[config.mk]
export PLATFORM = sky130hd
export DESIGN_NAME = stopwatch_core
export DESIGN_NICKNAME = d
export VERILOG_FILES = /design/src/rtl/stopwatch_core.sv
export SDC_FILE = /design/constraint.sdc
export NUM_CORES = 1
export LEC_CHECK = 0
export BUFFER_PORTS_ARGS = -buffer_cell sky130_fd_sc_hd__clkbuf_2
export CORE_UTILIZATION = 52
export CTS_CLUSTER_SIZE = 10
export DETAILED_ROUTE_END_ITERATION = 8
export PLACE_DENSITY = 0.85
export SYNTH_ARGS = -nofsm -noshare
export SYNTH_HDL_FRONTEND = slang
export SYNTH_SLANG_ARGS = --single-unit
[constraint.sdc]
create_clock -name clk -period 2.14 [get_ports clk]
set_input_delay 0.214 -clock clk [delete_from_list [all_inputs] [get_ports clk]]
set_output_delay 0.214 -clock clk [all_outputs]
set_load 0.05 [all_outputs]
[src/rtl/stopwatch_core.sv]
// Stopwatch control FSM with a centisecond timebase and cascaded binary time counters.
// Wraps 23:59:59.99 back to 00:00:00.00.
module stopwatch_core #(
  parameter int unsigned CLK_HZ  = 100_000_000,
  parameter int unsigned TICK_HZ = 100
) (
  input  logic       clk,
  input  logic       reset,
  input  logic       i_run,
  input  logic       i_clear,
  output logic       o_running,
  output logic [6:0] o_msec,
  output logic [5:0] o_sec,
  output logic [5:0] o_min,
  output logic [4:0] o_hour
);

  localparam int unsigned DIV  = CLK_HZ / TICK_HZ;
  localparam int unsigned DivW = $clog2(DIV);
  localparam logic [DivW-1:0] DivMax = DivW'(DIV - 1);

  typedef enum logic [1:0] {StStop, StRun, StClear} state_e;

  state_e          state_q, state_d;
  logic [DivW-1:0] div_q, div_d;
  logic [6:0]      msec_q, msec_d;
  logic [5:0]      sec_q, sec_d;
  logic [5:0]      min_q, min_d;
  logic [4:0]      hour_q, hour_d;
  logic            running_q;
  logic            tick;

  assign tick = (state_q == StRun) && (div_q == DivMax);

  always_comb begin
    state_d = state_q;
    unique case (state_q)
      StStop: begin
        if (i_clear) begin
          state_d = StClear;
        end else if (i_run) begin
          state_d = StRun;
        end
      end
      StRun:   if (i_run) state_d = StStop;
      StClear: state_d = StStop;
      default: state_d = StStop;
    endcase
  end

  // Divider holds in STOP so a resume keeps the partial tick.
  always_comb begin
    div_d  = div_q;
    msec_d = msec_q;
    sec_d  = sec_q;
    min_d  = min_q;
    hour_d = hour_q;
    if (state_q == StClear) begin
      div_d  = '0;
      msec_d = '0;
      sec_d  = '0;
      min_d  = '0;
      hour_d = '0;
    end else if (state_q == StRun) begin
      div_d = tick ? '0 : div_q + DivW'(1);
      if (tick) begin
        if (msec_q == 7'd99) begin
          msec_d = '0;
          if (sec_q == 6'd59) begin
            sec_d = '0;
            if (min_q == 6'd59) begin
              min_d  = '0;
              hour_d = (hour_q == 5'd23) ? 5'd0 : hour_q + 5'd1;
            end else begin
              min_d = min_q + 6'd1;
            end
          end else begin
            sec_d = sec_q + 6'd1;
          end
        end else begin
          msec_d = msec_q + 7'd1;
        end
      end
    end
  end

  always_ff @(posedge clk or posedge reset) begin
    if (reset) begin
      state_q   <= StStop;
      div_q     <= '0;
      msec_q    <= '0;
      sec_q     <= '0;
      min_q     <= '0;
      hour_q    <= '0;
      running_q <= 1'b0;
    end else begin
      state_q   <= state_d;
      div_q     <= div_d;
      msec_q    <= msec_d;
      sec_q     <= sec_d;
      min_q     <= min_d;
      hour_q    <= hour_d;
      running_q <= (state_d == StRun);
    end
  end

  assign o_running = running_q;
  assign o_msec    = msec_q;
  assign o_sec     = sec_q;
  assign o_min     = min_q;
  assign o_hour    = hour_q;

endmodule

* After elaboration in Yosys (flattened, before gate mapping) *
Index checks and enable logic that the tools add are counted.

storage, ports and cells
  register bits after elaboration = 47
  input bits = 4
  output and inout port bits = 25
  word-level logic and storage cells = 60

cells by class
  add/sub/neg operators = 5
  equality and inequality tests = 8
  mux-type cells = 29
  reductions and logical operators = 11

operator list
  cell                   count
  $mux 6                 11
  $mux 20                3
  $mux 5                 7
  $mux 7                 4
  $add 20x1->20 const B  1
  $eq 20x20->1 const B   1
  $add 6x1->6 const B    2
  $eq 6x6->1 const B     2
  $reduce_bool 2->1      5
  $add 7x1->7 const B    1
  $eq 7x7->1 const B     1
  $mux 2                 3
  $add 5x1->5 const B    1
  $eq 5x5->1 const B     1
  $reduce_and 5->1       1
  $eq 2x1->1 const B     2
  $pmux 2 s2             1
  $reduce_and 4->1       1
  $reduce_and 3->1       1
  $eq 2x2->1 const B     1
  $logic_not 2->1        1
  $reduce_and 2->1       1
  $logic_and 1x1->1      1

* Logic depth before layout (Yosys ltp) *
Gate-level depths: netlist of run 1.

  word-level depth = 8
  depth in mapped cells = 9
  mapped depth without buffers = 7

* Worst setup path before layout of run 1 *
OpenSTA, ideal clock, no wires.

  kind = reg-to-reg
  from = reg state_q[0]
  to = reg hour_q[0] (netlist: o_hour[0])
  setup time = 0.125 ns
  data arrival time = 2.094 ns
  data required time = 2.015 ns
  slack = -0.079 ns
  cell stages (with the launch flop) = 10
  path buffers = 2
  clock period less this slack = 2.219 ns
  path through = dfrtp_1 inv_1 ha_1 buf_4 nand4_1 nor2_1 a32oi_1 or3_1 buf_2 mux2_4

between the ends
  word-level cells in the longest chain between the ends = 4
  elaborated cells on any way between the ends = 10
  those cells by class = eq/ne: 2; mux: 1; reduce/logical: 7

ends and longest elaborated chain
  element                      line    source
  start: declaration           24      state_e state_q, state_d;
  start signal: assignment     89      state_q <= StStop;
  start signal: assignment     97      state_q <= state_d;
  $eq 2x1->1                   33, 64
  $logic_and 1x1->1            33      assign tick = (state_q == StRun) && (div_q == DivMax);
  $reduce_bool 2->1 (no line)  --
  $reduce_and 5->1 (no line)   --
  end signal: assignment       102     hour_q <= hour_d;
  end: declaration             29      logic [4:0] hour_q, hour_d;

Parallel ways exist; a longest one is shown, timed or not.
A chain may end at the register's enable or synchronous reset.

* Final worst setup path of run 1 *
  from = reg state_q[1]
  to = reg hour_q[3] (netlist: o_hour[3])

Same word-level chain as after synthesis.

==> metrics.cfg, run 1 <==
[worst_setup_path]
path_max_fanout=15
worstPathRequired_ns=2.30
r2r_start=state_q[1]
regToRegSetupSlack_ns=-0.02
cp_slowest_cell=o41ai_2
critical_path_class=register to register
reg2reg_depth=8
startpoint=state_q[1]
cp-end-kind=register
arrival_ns=2.32
critPathMaxStageDelay_ns=0.38
r2r-end=o_hour[3]
crit_end=o_hour[3]
worstSetupStartpointType=register
crit_chain=inv_1 -> ha_4 -> nand4_1 -> nor2_2 -> a32oi_2 -> buf_6 -> o41ai_2 -> o21ai_0

[final_layout]
final_util_pct=67.39
final_cells=364
final_common_cell=dfrtp_1
nets=323
final_cell_mix=dfrtp_1, nor2_1, clkbuf_2, o21ai_0, nand3_1
final_cell_area_um2=3015
drive_gt1_share_pct=25.00
area_growth_pct=20.74
fill_cells=339
antenna_cells=0

[floorplan]
pin_count=29
start_util_pct=55.82
die_w_um=71.30
dieArea_um2=5084
coreArea_um2=4474
die_h_um=71.30
rows=24

[power_and_ir_drop]
pwr_density_cell_nw_per_um2=1060
ir_drop_mv=0.6721
p_leak_nw=1.407
power_mw=3.196

[global_routing]
antenna_found_initial=0
grt_pass1_vias=2026
track_usage_pct=23.74
overflow=0
grt_max_degree=29
grt_pass1_wl_mm=9.508

[timing]
fmax_mhz=463.2
hold_ws_ns=0.1509
finalHoldViolCount=0
setup_ws_ns=-0.01911
fin_crit_ns=2.159
fin_skew_ns=0.009534
tns_ns=-0.01911
setup_violations=1
fin_crit_sh_pct=100.9
worst_pin_slew_ns=0.4232
maxSlewHeadroom_pct=71.74
drv_slew=0

[synthesis]
ys_ff_latch=47
yosysUniqueCellTypes=39
yosysTopAreaCellShare_pct=47.09
yosys_warnings=0
synth_ff_type=dfrtp_1
yosys-top-cells-area=dfrtp_1, nor2_1, o21ai_0
yosysSeqAreaShare_pct=47.09
syn_nets=277
synth_area_per_cell_um2=9.424
netlist_area_um2=2497
synth-edff-count=0
synth_top_area_cell=dfrtp_1
postSynthCellCount=265
synthArstFlopShare_pct=100.0

[placed_design]
place_area_um2=2809
gp_congestion=0.8506
port_buffers=28
dpl.hpwl_mm=3.900
placed_cells=351
dpl_worst_slack_ns=0.009430

[routing]
wire_per_inst_um=15.54
drt_first_pass_iters=6
drtAntennaViolNets=0
drc=1
drt_first_iter_violations=111
vias=2175
wl_mm=5.656
vias_per_cell=5.975

[flow_run]
drv_cap=0

[status]
outcome=complete, but fails checks
violations=DRC, setup timing

[clock_network]
root_buffer=clkbuf_8
clkTransAtPathRegs_ns=0.09
htree_levels=2
clockBufferDepth=2
cts_sinks=47
cts_tree=yes
insertion_delay_ns=0.30
cts_buffers=5

[min_path]
hold_path_class=primary input to register

[report_power, final]
part	switching (mW)	total, mW	internal [mW]
clock network	0.310	0.574	0.264
logic	0.957	1.46	0.508
registers	0.133	1.16	1.02
total	1.40	3.20	1.80
[how the worst min path moves through the flow]
stage / start / to / slack (ns) / cells past startpoint
final: i_run / state_q[1] / 0.15 / 2
after global routing: i_run / state_q[1] / 0.15 / 2
after CTS: i_run / state_q[1] / 0.14 / 2
after detailed placement: reset / div_q[9] / 0.22 / 2
after global placement: reset / div_q[10] / 0.22 / 2
after floorplan: i_run / state_q[1] / 0.33 / 1
[what timing repair did]
| item | CTS | global route |
|---|---|---|
| hold endpoints to repair | 19 | 0 |
| resized for setup | 0 | 12 |
| hold buffers | 1 | 0 |
| buffers inserted | 0 | 4 |
| endpoints found under the setup margin | 0 | 14 |
[per-layer routing]
| layer | wire length (µm) | up-vias | GRT usage (%) |
|---|---|---|---|
| met2 | 2730 | 64 | 38.41 |
| met5 | 0 | - | 0 |
| met4 | 114 | 0 | 7.556 |
| met3 | 248 | 13 | 4.079 |
| met1 | 2563 | 1062 | 32.78 |
| li1 | - | 1036 | - |
[cells in the mapped netlist (2+ instances only)]
| library cell | count |
|---|---|
| xnor2_1 | 10 |
| a41oi_1 | 2 |
| ha_1 | 8 |
| dfrtp_1 | 47 |
| nor2_1 | 32 |
| or2_2 | 2 |
| nor3_1 | 3 |
| a21o_1 | 4 |
| o31ai_1 | 10 |
| and2_1 | 6 |
| a32o_1 | 3 |
| or3_1 | 2 |
| nand4_1 | 5 |
| nor4b_1 | 2 |
| o41ai_1 | 4 |
| a21oi_1 | 7 |
| buf_1 | 2 |
| clkbuf_1 | 5 |
| nor2b_1 | 5 |
| o21ai_0 | 23 |
| nand3_1 | 20 |
| nand2_1 | 19 |
| and4b_1 | 2 |
| xor2_1 | 8 |
| buf_2 | 2 |
| and3_1 | 11 |
| inv_1 | 8 |
| mux2i_1 | 2 |
[state kept, by name, summed over array words and instances, names as in the netlist]
name / count
o_sec: 6
div_q: 20
o_running: 1
o_hour: 5
o_msec: 7
state_q: 2
o_min: 6
[cell type report]
| class | count | area, µm² | share of cell area (%) |
|---|---|---|---|
| clock buffer | 6 | 82.58 | 2.739 |
| clock inverter | 2 | 16.27 | 0.5394 |
| timing repair buffer | 49 | 324.1 | 10.75 |
| tap | 52 | 65.06 | 2.158 |
| multi-input combinational | 200 | 1314 | 43.57 |
| inverter | 8 | 30.03 | 0.9959 |
| sequential | 47 | 1184 | 39.25 |
[kinds of logic (layout without fill, tap and decap cells)]
logic type / count (synthesis) / after routing / synth area share, %
AOI/OAI and AO/OA: 56 / 56 / 14.43
xor gates and xnor gates: 18 / 18 / 6.313
adders and majority gates: 8 / 8 / 4.008
buffers and inverters: 18 / 65 / 2.956
DFF: 47 / 47 / 47.09
muxes: 3 / 3 / 1.403
and+or+nand+nor: 115 / 115 / 23.80
[worst max-delay path, delay by kind of cell (launching register included)]
family                     cells  cell delay, ns
adders and majority gates      1            0.28
DFF                            1            0.36
AOI/OAI and AO/OA              3            0.71
buffers and inverters          2            0.28
and+or+nand+nor                2            0.40
(Power assumes the default switching activity.)
==> inputs of run 2 (changes only) <==
--- a/config.mk
+++ b/config.mk
@@ -6,6 +6,7 @@
 export NUM_CORES = 1
 export LEC_CHECK = 0
 export BUFFER_PORTS_ARGS = -buffer_cell sky130_fd_sc_hd__clkbuf_2
+export CORE_ASPECT_RATIO = 1.2
 export CORE_UTILIZATION = 52
 export CTS_CLUSTER_SIZE = 10
 export DETAILED_ROUTE_END_ITERATION = 8
==> run 2 against run 1 <==
Net effect:
- the flow now finishes without violations
- core utilization shrank 1.9 points
- clock skew grew 0.0028 ns
- largest cell class unchanged
- sequential cell count is the same
==> metrics.cfg, run 2 (synthesized netlist as in run 1, its figures left out) <==
[status]
outcome=complete, no violations

[clock_network]
htree_levels=2
clockBufferDepth=2
root_buffer=clkbuf_8
cts_tree=yes
insertion_delay_ns=0.31
cts_buffers=5
cts_sinks=47
clkTransAtPathRegs_ns=0.10

[placed_design]
placed_cells=357
port_buffers=28
dpl_worst_slack_ns=0.06594
dpl.hpwl_mm=4.113
place_area_um2=2804
gp_congestion=0.8229

[final_layout]
final_cell_mix=dfrtp_1, nor2_1, clkbuf_2, o21ai_0, nand3_1
antenna_cells=0
nets=322
largest_reg_flops=20
area_growth_pct=20.49
top_register=div_q
fill_cells=400
final_util_pct=65.50
final_cell_area_um2=3009
final_cells=369
final_common_cell=dfrtp_1
drive_gt1_share_pct=25.40

[floorplan]
dieArea_um2=5085
coreArea_um2=4594
die_w_um=65.27
pin_count=29
die_h_um=77.92
rows=27
start_util_pct=54.36

[timing]
finalHoldViolCount=0
maxSlewHeadroom_pct=75.59
worst_pin_slew_ns=0.3611
fin_crit_ns=2.073
fin_crit_sh_pct=96.85
hold_ws_ns=0.1263
drv_slew=0
setup_ws_ns=0.06735
setup_violations=0
fin_skew_ns=0.01233
fmax_mhz=482.5
tns_ns=0

[routing]
vias_per_cell=6.030
drt_first_pass_iters=4
drc=0
vias=2225
wire_per_inst_um=15.94
drtAntennaViolNets=0
wl_mm=5.882
drt_first_iter_violations=130

[worst_setup_path]
r2r_start=state_q[1]
reg2reg_depth=8
cp-end-kind=register
regToRegSetupSlack_ns=0.07
path_max_fanout=11
arrival_ns=2.31
worstPathRequired_ns=2.38
startpoint=state_q[1]
crit_end=o_msec[5]
crit_chain=inv_1 -> ha_2 -> nand2_1 -> nor4_4 -> a32oi_2 -> buf_6 -> or4_1 -> nand3_1
critPathMaxStageDelay_ns=0.47
r2r-end=o_msec[5]
critical_path_class=register to register
worstSetupStartpointType=register
cp_slowest_cell=or4_1

[global_routing]
grt_pass1_vias=2214
grt_pass1_wl_mm=9.749
antenna_found_initial=0
track_usage_pct=24.61
grt_max_degree=23
overflow=0

[power_and_ir_drop]
p_leak_nw=1.410
power_mw=3.262
ir_drop_mv=0.8975
pwr_density_cell_nw_per_um2=1084

[flow_run]
drv_cap=0

[min_path]
hold_path_class=primary input to register

-- run 2: area by class of cell --
cell class                      instances  area [µm²]  share of cell area [%]
Multi-Input combinational cell        200        1313                   43.62
Sequential cell                        47        1184                   39.33
Timing Repair Buffer                   48       294.0                   9.771
Clock buffer                            5       68.82                   2.287
Clock inverter                          3       47.55                   1.580
Inverter                                8       30.03                  0.9979
Tap cell                               58       72.57                   2.412
-- run 2: layer usage --
| metal | routed length, µm | track usage [%] | vias to the layer above |
|---|---|---|---|
| li1 | - | - | 1036 |
| met1 | 2451 | 29.74 | 1104 |
| met2 | 3058 | 41.44 | 76 |
| met3 | 297 | 4.853 | 9 |
| met4 | 76 | 11.30 | 0 |
| met5 | 0 | 0 | - |
-- run 2: timing repair --
item                                    in CTS  in global routing
endpoints found under the setup margin       0                 17
gates resized for setup                      0                 12
endpoints found under the hold margin       15                  0
buffers inserted                             0                  2
hold buffers                                 1                  0
-- run 2: report_power, final --
group / total (mW) / internal [mW] / leakage, nW / switching, mW
combinational: 1.42 / 0.484 / 0.717 / 0.937
clock: 0.678 / 0.354 / 0.0587 / 0.323
sequential: 1.16 / 1.02 / 0.634 / 0.140
-- run 2: worst max-delay path, delay by kind of cell, from the launching register on --
family / cells / cell delay, ns
and+or+nand+nor: 4 / 0.86
DFF: 1 / 0.39
AOI/OAI and AO/OA: 1 / 0.21
buffers and inverters: 2 / 0.31
adders and majority gates: 1 / 0.22
-- run 2: worst min path at each step --
stage | slack, ns | to | startpoint | cells past startpoint
floorplan | 0.33 | state_q[1] | i_run | 1
finish | 0.13 | state_q[1] | i_run | 2
global route | 0.13 | state_q[1] | i_run | 2
global placement | 0.19 | o_msec[6] | reset | 2
CTS | 0.12 | state_q[1] | i_run | 2
detailed placement | 0.19 | o_msec[6] | reset | 2
==> inputs of run 3 (changes only) <==
--- a/config.mk
+++ b/config.mk
@@ -5,12 +5,13 @@
 export SDC_FILE = /design/constraint.sdc
 export NUM_CORES = 1
 export LEC_CHECK = 0
+export ABC_AREA = 1
 export BUFFER_PORTS_ARGS = -buffer_cell sky130_fd_sc_hd__clkbuf_2
 export CORE_ASPECT_RATIO = 1.2
-export CORE_UTILIZATION = 52
+export CORE_UTILIZATION = 53
 export CTS_CLUSTER_SIZE = 10
 export DETAILED_ROUTE_END_ITERATION = 8
-export PLACE_DENSITY = 0.85
+export PLACE_DENSITY = 0.86
 export SYNTH_ARGS = -nofsm -noshare
 export SYNTH_HDL_FRONTEND = slang
 export SYNTH_SLANG_ARGS = --single-unit
==> run 3 against run 2 <==
Net effect:
- worst hold slack improved by 0.024 ns
- register-to-register slack better by 0.21 ns
- design area rose by 2.3%
- die area increased by 8.7%
- via count is 7.6% higher
- clock power decreased by 24%
- power down 5.1%
- maximum frequency grew 12%
- sequential share of layout area is 1.1 points lower
- routed wire length down 5.9%
- largest cell class unchanged
==> metrics.cfg, run 3 <==
[synthesis]
synth_commonest_cells=nand2_1, nor2_1, dfrtp_1, inv_1, nand3_1
yosysTopAreaCellShare_pct=42.40
netlist_area_um2=2774
yosysSeqAreaShare_pct=42.40
synth_area_per_cell_um2=7.858
syn_nets=365
synth-edff-count=0
yosys-top-cells-area=dfrtp_1, nand2_1, nor2_1
yosys_warnings=0
synthArstFlopShare_pct=100.0
synth_top_area_cell=dfrtp_1
yosysUniqueCellTypes=37
synth_ff_type=dfrtp_1
synth_most_common_cell=nand2_1
postSynthCellCount=353
ys_ff_latch=47

[worst_setup_path]
cp_slowest_cell=dfrtp_1
arrival_ns=2.05
path_max_fanout=12
worstPathRequired_ns=2.33
r2r-end=o_sec[4]
cp-end-kind=register
critical_path_buf_inv_count=0
critical_path.top_delay_family=simple AND/OR/NAND/NOR gates
crit_chain=ha_1 -> nand2_1 -> nor3_2 -> nand3_2 -> nand2_1 -> nand3_2 -> nand2_1 -> o21ai_2
worstSetupStartpointType=register
r2r_start=o_msec[0]
cp_common_cell=nand2_1
reg2reg_depth=8
regToRegSetupSlack_ns=0.28
critical_path_class=register to register
critPathMaxStageDelay_ns=0.45

[power_and_ir_drop]
p_leak_nw=1.513
pwr_density_cell_nw_per_um2=1006
p_comb_share_pct=45.1
power_mw=3.095
netSwitchingPower_mw=1.439
switching_share_pct=46.49
clkPwrFrac_pct=16.7
seq_power_share_pct=38.2
ir_drop_mv=0.8924
p_int_mw=1.656

[clock_network]
cts_tree=yes
clkTransAtPathRegs_ns=0.08
htree_levels=2
clockBufferDepth=2
cts_sinks=47
cts_buffers=5
root_buffer=clkbuf_8
insertion_delay_ns=0.30
post_cts_buffers=0

[final_layout]
top_register=div_q
fill_cells=452
final_cell_mix=nand2_1, nor2_1, dfrtp_1, inv_1
antenna_cells=0
area_growth_pct=10.96
final_common_cell=nand2_1
drive_gt1_share_pct=17.18
largest_reg_flops=20
nets=401

[min_path]
holdPathStages=2
worstHoldStart=i_run
worstHoldEndpoint=state_q[1]
hold_path_class=primary input to register

[status]
outcome=complete, no violations

[timing]
drv_slew=0
fin_crit_ns=1.858
finalHoldViolCount=0
hold_ws_ns=0.1508
tns_ns=0
worst_pin_slew_ns=0.3980
fmax_mhz=538.2
setup_violations=0
setup_ws_ns=0.2819
maxSlewHeadroom_pct=73.24
rsz0062_at_grt=false
fin_crit_sh_pct=86.83
fin_skew_ns=0.009026

[global_routing]
antenna_found_initial=0
grt_pass1_vias=2236
track_usage_pct=23.66
overflow=0
grt_pass1_wl_mm=9.804
grt_max_degree=26

[routing]
drtAntennaViolNets=0
wire_per_inst_um=12.30
wl_mm=5.535
vias_per_cell=5.320
vias=2394
drc=0
drt_first_iter_violations=105
drt_first_pass_iters=4

[floorplan]
dieArea_um2=5528
start_util_pct=55.76
pin_count=29
rows=28
die_h_um=81.25
die_w_um=68.04
coreArea_um2=4975

[placed_design]
port_buffers=28
gp_congestion=0.9041
dpl.hpwl_mm=4.090
dpl_worst_slack_ns=0.3010

[flow_run]
drv_cap=0

==> run 3: cell types whose count changed after synthesis, moves of 5 or more <==
cell / before / now
nand2_1: 19 / 88
inv_1: 8 / 32
nor2_1: 32 / 53
o21ai_0: 23 / 7
and3_1: 11 / 2
nand3_1: 20 / 28
o31ai_1: 10 / 2
nand4_1: 5 / 12
and2_1: 6 / 0
o21ai_2: 0 / 6
nor2b_1: 5 / 0
==> run 3: cell type report <==
type / count / area [µm²] / share of cell area, %
clock buffers: 7 / 76.32 / 2.480
clock inverters: 1 / 5.005 / 0.1626
inverters: 34 / 132.6 / 4.309
multi-input cells: 265 / 1410 / 45.81
flip-flops and latches: 47 / 1176 / 38.21
well taps: 60 / 75.07 / 2.439
repair buffers: 36 / 202.7 / 6.585
==> run 3: per-stage QoR <==
step / util (%) / cell area (µm²) / std cells
after floorplan: - / 2774 / 353
after global placement: 60.04 / 2987 / 441
after detailed placement: 60.04 / 2987 / 441
after CTS: 61.87 / 3078 / 450
after global routing: 61.87 / 3078 / 450
final: 61.87 / 3078 / 450
==> run 3: worst max-delay path by stage <==
stage	from	to	slack, ns	depth (start not counted)
2_1_floorplan	o_msec[0]	o_sec[2]	0.20	9
3_3_place_gp	o_msec[0]	o_sec[4]	0.32	8
3_5_place_dp	o_msec[0]	o_sec[4]	0.30	8
4_1_cts	state_q[1]	o_min[3]	0.28	11
5_1_grt	state_q[1]	o_min[0]	0.09	11
6_report	o_msec[0]	o_sec[4]	0.28	8
==> run 3: kinds of logic (layout without fill, tap and decap cells) <==
kind of cell / Yosys count / count (layout) / share of synthesized area, %
XOR/XNOR: 16 / 16 / 5.052
AO/OA/AOI/OAI: 32 / 32 / 7.758
AND/OR/NAND/NOR: 209 / 209 / 34.42
adder cells (fa/ha/maj): 8 / 8 / 3.609
flip-flops: 47 / 47 / 42.40
buffers and inverters: 41 / 78 / 6.766
==> run 3: power groups by stage <==
| stage | Sequential (mW) | Combinational, mW | Clock (mW) |
|---|---|---|---|
| 2_1_floorplan | 1.48 | 0.816 | 0 |
| 3_3_place_gp | 1.19 | 1.37 | 0 |
| 3_5_place_dp | 1.19 | 1.40 | 0 |
| 4_1_cts | 1.18 | 1.41 | 0.533 |
| 5_1_grt | 1.21 | 1.53 | 0.571 |
| 6_report | 1.18 | 1.40 | 0.516 |
==> run 3: repair_timing <==
item | in CTS | in global routing
endpoints found under the hold margin | 13 | 0
gates resized for setup | 0 | 0
hold buffers | 1 | 0
==> run 3: layer usage <==
layer	track usage [%]	share of wire [%]
met1	28.67	44
met2	39.80	49
met3	5.197	3.9
met4	9.792	2.5
met5	0	0
